### config.mk
export PLATFORM = sky130hd
export DESIGN_NAME = dmem_access_unit
export DESIGN_NICKNAME = d
export VERILOG_FILES = /design/src/rtl/dmem_access_unit.sv
export SDC_FILE = /design/constraint.sdc
export NUM_CORES = 1
export LEC_CHECK = 0
export ABC_AREA = 1
export BUFFER_PORTS_ARGS = -buffer_cell sky130_fd_sc_hd__clkbuf_2
export CAP_MARGIN = 40
export CORE_ASPECT_RATIO = 0.6
export CORE_MARGIN = 1
export CORE_UTILIZATION = 46
export CTS_BUF_LIST = sky130_fd_sc_hd__clkbuf_4
export CTS_CLUSTER_DIAMETER = 100
export CTS_CLUSTER_SIZE = 8
export DETAILED_ROUTE_END_ITERATION = 10
export PLACE_DENSITY = 0.83
export SLEW_MARGIN = 20
export SYNTH_ARGS = -nofsm -noshare
export SYNTH_HDL_FRONTEND = slang
export SYNTH_SLANG_ARGS = --single-unit
### constraint.sdc
create_clock -name clock -period 1.3 [get_ports clock]
set_input_delay 0.195 -clock clock [delete_from_list [all_inputs] [get_ports clock]]
set_output_delay 0.195 -clock clock [all_outputs]
set_load 0.01 [all_outputs]
### src/rtl/dmem_access_unit.sv
// dmem_access_unit: handshaked load/store bus master with stall, lane steering and load extension; MISALIGNED_TRAP_EN traps misaligned H/W accesses
module dmem_access_unit (
  input  logic        clock,
  input  logic        reset,
  input  logic        read_enable,
  input  logic        write_enable,
  input  logic [31:0] address,
  input  logic [31:0] write_data,
  input  logic [2:0]  inst_funct3,
  output logic [31:0] read_data,
  output logic        stall,
  output logic        misaligned_error,
  output logic        bus_req_valid,
  input  logic        bus_req_ready,
  output logic        bus_req_write,
  output logic [31:0] bus_req_address,
  output logic [31:0] bus_req_wdata,
  output logic [3:0]  bus_req_byte_enable,
  input  logic        bus_resp_valid,
  input  logic [31:0] bus_resp_data
);
  typedef enum logic [1:0] {IDLE, REQ, WAIT_RESP, DONE} state_t;
  state_t      state_q, state_d;
  logic [31:0] addr_q, addr_d, wdata_q, wdata_d, rdata_q, rdata_d;
  logic [3:0]  be_q, be_d;
  logic [2:0]  f3_q, f3_d;
  logic        write_q, write_d;
  logic        en, is_b, is_h, legal;
  logic [1:0]  off;
  logic [7:0]  lane_b;
  logic [15:0] lane_h;
  always_comb begin
    en     = read_enable | write_enable;
    is_b   = inst_funct3[1:0] == 2'b00;
    is_h   = inst_funct3[1:0] == 2'b01;
    off    = address[1:0];
`ifdef MISALIGNED_TRAP_EN
    legal            = !(is_h ? address[0] : (!is_b && address[1:0] != 2'b00));
    misaligned_error = (state_q == IDLE) && en && !legal;
`else
    // Misaligned halves/words are silently realigned to their containing unit.
    legal            = 1'b1;
    misaligned_error = 1'b0;
    off              = is_b ? address[1:0] : is_h ? {address[1], 1'b0} : 2'b00;
`endif
    stall  = ((state_q == IDLE) && en && legal) || state_q == REQ || state_q == WAIT_RESP;
    lane_b = 8'(bus_resp_data >> {addr_q[1:0], 3'b000});
    lane_h = 16'(bus_resp_data >> {addr_q[1], 4'b0000});
    state_d = state_q;
    addr_d  = addr_q;
    wdata_d = wdata_q;
    rdata_d = rdata_q;
    be_d    = be_q;
    f3_d    = f3_q;
    write_d = write_q;
    case (state_q)
      IDLE: if (en && legal) begin
        addr_d  = {address[31:2], off};
        write_d = write_enable;
        f3_d    = inst_funct3;
        be_d    = is_b ? 4'b0001 << off : is_h ? 4'b0011 << off : 4'b1111;
        wdata_d = is_b ? {4{write_data[7:0]}} : is_h ? {2{write_data[15:0]}} : write_data;
        state_d = REQ;
      end
      REQ: if (bus_req_ready) state_d = write_q ? DONE : WAIT_RESP;
      WAIT_RESP: if (bus_resp_valid) begin
        rdata_d = f3_q[1:0] == 2'b00 ? {{24{~f3_q[2] & lane_b[7]}}, lane_b} :
                  f3_q[1:0] == 2'b01 ? {{16{~f3_q[2] & lane_h[15]}}, lane_h} : bus_resp_data;
        state_d = DONE;
      end
      default: state_d = IDLE;
    endcase
  end
  always_ff @(posedge clock) begin
    if (reset) begin
      state_q <= IDLE;
      addr_q  <= '0;
      wdata_q <= '0;
      rdata_q <= '0;
      be_q    <= '0;
      f3_q    <= '0;
      write_q <= 1'b0;
    end else begin
      state_q <= state_d;
      addr_q  <= addr_d;
      wdata_q <= wdata_d;
      rdata_q <= rdata_d;
      be_q    <= be_d;
      f3_q    <= f3_d;
      write_q <= write_d;
    end
  end
  assign read_data           = rdata_q;
  assign bus_req_valid       = state_q == REQ;
  assign bus_req_write       = write_q;
  assign bus_req_address     = {addr_q[31:2], 2'b00};
  assign bus_req_wdata       = wdata_q;
  assign bus_req_byte_enable = be_q;
endmodule
==> metrics.md <==
| Metric | Value |
|---|---|
| I/O pin cnt | 209 |
| Setup slack after layout | -0.5734 ns |
| Smallest hold slack | 0.04276 ns |
| Clock power share | 0.095 |
| RSZ-0062 raised after global routing | true |
| Async SR Flop Fraction | 0 |
| Largest net degree at the start of global routing | 43 |
| Flop pwr share | 0.284 |
| DPL Wire Length | 11650 um |
| Crit-path max FO | 8 |
| Floorplan row count | 29 |
| First-pass GRT wire length | 30860 um |
| TNS Setup | -33.50 ns |
| Tmin final | 1.873 ns |
| RePlAce Congestion | 0.9646 |
| Power Dens Cells | 2026 nW/um^2 |
| Fill count | 640 |
| Die height | 85.30 um |
| Area contributors post-synth | dfxtp_1 (40%), nand2_1 (11%), nor2_1 (10%), nand3_1 (6.4%), o21ai_0 (5.5%) |
| Leakage | 4.278 nW |
| HP Class | in2reg |
| Yosys reg bits | 106 |
| WL per Instance | 18.63 um |
| CORE AREA | 10890 sq um |
| Vias in the first global route | 6134 |
| Initial core utilization | 0.4887 |
| Required time of the worst setup path | 1.70 ns |
| Port Buffers | 205 |
| Largest area contributor in the netlist | dfxtp_1 |
| Top-area cell type share of the netlist area | 0.3989 |
| CTS Buffer Depth | 2 |
| Layout Nets | 1188 |
| Min-Delay Endpoint | bus_req_wdata[4] |
| Area growth from synthesis to layout | 63.66% |
| Fin. Hold Viols | 0 |
| H-tree Lvls | 3 |
| MaxCap Viol Count | 0 |
| Psw | 7.776 mW |
| Netlist cell types | 30 |
| Cell with the most instances after synthesis | nand2_1 |
| Die width | 140.8 um |
| Critical path type | reg2reg |
| Final ANT Viol Nets | 0 |
| Critical R2R Launch | state_q[1] |
| Number of synthesized flops with an enable pin | 0 |
| Final worst-path cycle share | 1.441 |
| Diode count | 0 |
| Total die area | 12010 sq um |
| Terminus of the critical flop-to-flop path | bus_req_byte_enable[1] |
| Synth Instances | 791 |
| Post-Syn Area | 5320 sq um |
| Clock Skew | 0.02306 ns |
| Gr ovfl total | 0 |
| Crit path DAT | 2.27 ns |
| Worst path bufs/invs | 7 |
| Antenna violations before repair | 0 |
| Main synth FF type | dfxtp_1 |
| Top post-synthesis cells by count | nand2_1 (155), nor2_1 (147), dfxtp_1 (106), nand3_1 (68), o21ai_0 (58) |
| DRT Pass-1 Iters | 5 |
| Critical path's largest stage delay | 0.40 ns |
| Hold path depth | 3 |
| Initial DRC count | 871 |
| CTS tree | built |
| Via count | 6854 |
| CP top delay family | buffers and inverters |
| Crit-path cells | inv_4 -> ha_4 -> buf_4 -> buf_6 -> inv_4 -> a21oi_4 -> buf_6 -> buf_6 -> buf_16 -> o21ai_1 -> nor3b_1 |
| Max Slew Vio Count | 0 |
| Failing checks | setup timing |
| Most common cell on crit path | buf_6 |
| Worst R2R Setup Slack | -0.57 ns |
| Vias per cell | 5.613 |
| Setup violations, final | 108 |
| Cts bufs inserted | 9 |
| # DRC | 0 |
| Drt total wl | 22750 um |
| Synth warn | 0 |
| Clock sink total | 106 |
| Min-delay src | write_data[4] |
| Worst r2r path cells | 11 |
| Worst setup EP type | flop |
| Max Clock Freq | 0.5338 GHz |
| Avg Inst Size Synth | 6.726 sq um |
| Share of layout cells above drive strength 1 | 0.4584 |
| Logic pwr share | 0.621 |
| Skew-Pair Late Insertion Delay | 0.49 ns |
| Slowest CP cell | dfxtp_4 |
| Type of origin of the critical path | flop |
| Total global-route track usage | 0.3296 |
| Status | finished, violations left |
| CTS root buf | clkbuf_4 |
| Pint | 9.861 mW |
| Seq/Total Area, Yosys | 0.3989 |
| Switching share of total power | 0.4409 |
| Worst-path clk slew | 0.20 ns |
| Peak VDD IR | 1261 uV |
-- metrics by stage --
step	utilization	instances	setup WS (ns)	power, mW	instance area [sq um]
after floorplan	-	793	-0.01120	8.919	5358
after global placement	0.5997	1107	-0.09113	10.97	6528
after detailed placement	0.5997	1107	-0.1652	11.09	6528
after CTS	0.7346	1207	-0.4262	15.40	7996
after global routing	0.7999	1221	-0.6014	18.46	8707
final	0.7999	1221	-0.5734	17.64	8707
-- final cells by class --
type | count | area [sq um] | share of cell area
Tap cell | 139 | 173.9 | 0.01997
Clock buffer | 9 | 67.56 | 0.007760
Multi-Input combinational cell | 528 | 3118 | 0.3581
Sequential cell | 106 | 2150 | 0.2469
Timing Repair Buffer | 355 | 2821 | 0.3240
Clock inverter | 7 | 61.31 | 0.007041
Inverter | 77 | 315.3 | 0.03621
-- state kept, by name (all words and copies together) (netlist names) --
register	count
addr_q	32
bus_req_wdata	32
read_data	32
bus_req_byte_enable	4
f3_q	3
state_q	2
bus_req_write	1
-- layout by cell type, fill, tap and decap left out, types with 2 or more instances in the layout --
master	instances
buf_16	8
buf_8	6
inv_1	52
inv_6	2
a21oi_4	3
dlygate4sd3_1	56
o22ai_1	2
ha_4	3
nand3_2	15
a21oi_2	12
buf_6	23
nor2_1	89
a31oi_1	15
o21ai_0	17
clkbuf_4	9
conb_1	3
inv_4	4
inv_8	2
nand2_4	3
buf_12	14
dfxtp_2	16
nand3_1	56
ha_1	3
o21ai_4	5
dfxtp_1	88
dfxtp_4	2
nor2_4	33
a21oi_1	17
buf_4	41
o211ai_1	8
inv_2	20
nor2_2	29
o21ai_1	28
clkbuf_16	2
clkbuf_2	204
nand2_1	150
o21ai_2	28
-- power groups by stage --
stage	Sequential, mW	Combinational [mW]	Clock [mW]
2_1_floorplan	4.88	4.04	0
3_3_place_gp	4.72	6.24	0
3_5_place_dp	4.74	6.35	0
4_1_cts	4.76	8.97	1.67
5_1_grt	5.07	11.6	1.82
6_report	5.00	11.0	1.68
-- routing by layer --
layer | part of all wire | vias to the layer above | track usage
li1 | - | 3067 | -
met1 | 0.38 | 3110 | 0.4200
met2 | 0.46 | 554 | 0.5332
met3 | 0.11 | 123 | 0.08747
met4 | 0.046 | 0 | 0.1324
met5 | 0 | - | 0
-- timing repair --
action / in CTS / in global routing
hold buffers: 54 / 2
buffers inserted: 17 / 19
endpoints found under the setup margin: 105 / 113
gates resized for setup: 117 / 192
endpoints found under the hold margin: 54 / 2
gates cloned: 13 / 2
pin swaps: 17 / 62
-- worst max path at each step --
stage / start / to / slack, ns / depth (start not counted)
floorplan: state_q[0] / bus_req_byte_enable[1] / -0.01 / 6
global placement: state_q[1] / bus_req_wdata[22] / -0.09 / 9
detailed placement: state_q[1] / bus_req_wdata[22] / -0.17 / 9
CTS: state_q[1] / stall / -0.43 / 7
global route: state_q[1] / bus_req_byte_enable[1] / -0.60 / 11
finish: state_q[1] / bus_req_byte_enable[1] / -0.57 / 11
-- cells by family (layout without fill, tap and decap cells) --
| family | Yosys count | count (layout) | share of synthesized area |
|---|---|---|---|
| buffers and inverters | 159 | 448 | 0.1493 |
| and+or+nand+nor | 382 | 382 | 0.2982 |
| DFF | 106 | 106 | 0.3989 |
| AOI/OAI and AO/OA | 137 | 137 | 0.1388 |
| adders and majority gates | 6 | 6 | 0.01411 |
| other | 1 | 3 | 0.0007049 |
-- tightest hold or removal path, cell delays in order --
cell      delay (ns)
clkbuf_2        0.13
o21ai_1         0.08
nor2_1          0.09
No activity file was read; power rests on OpenSTA's default activity.
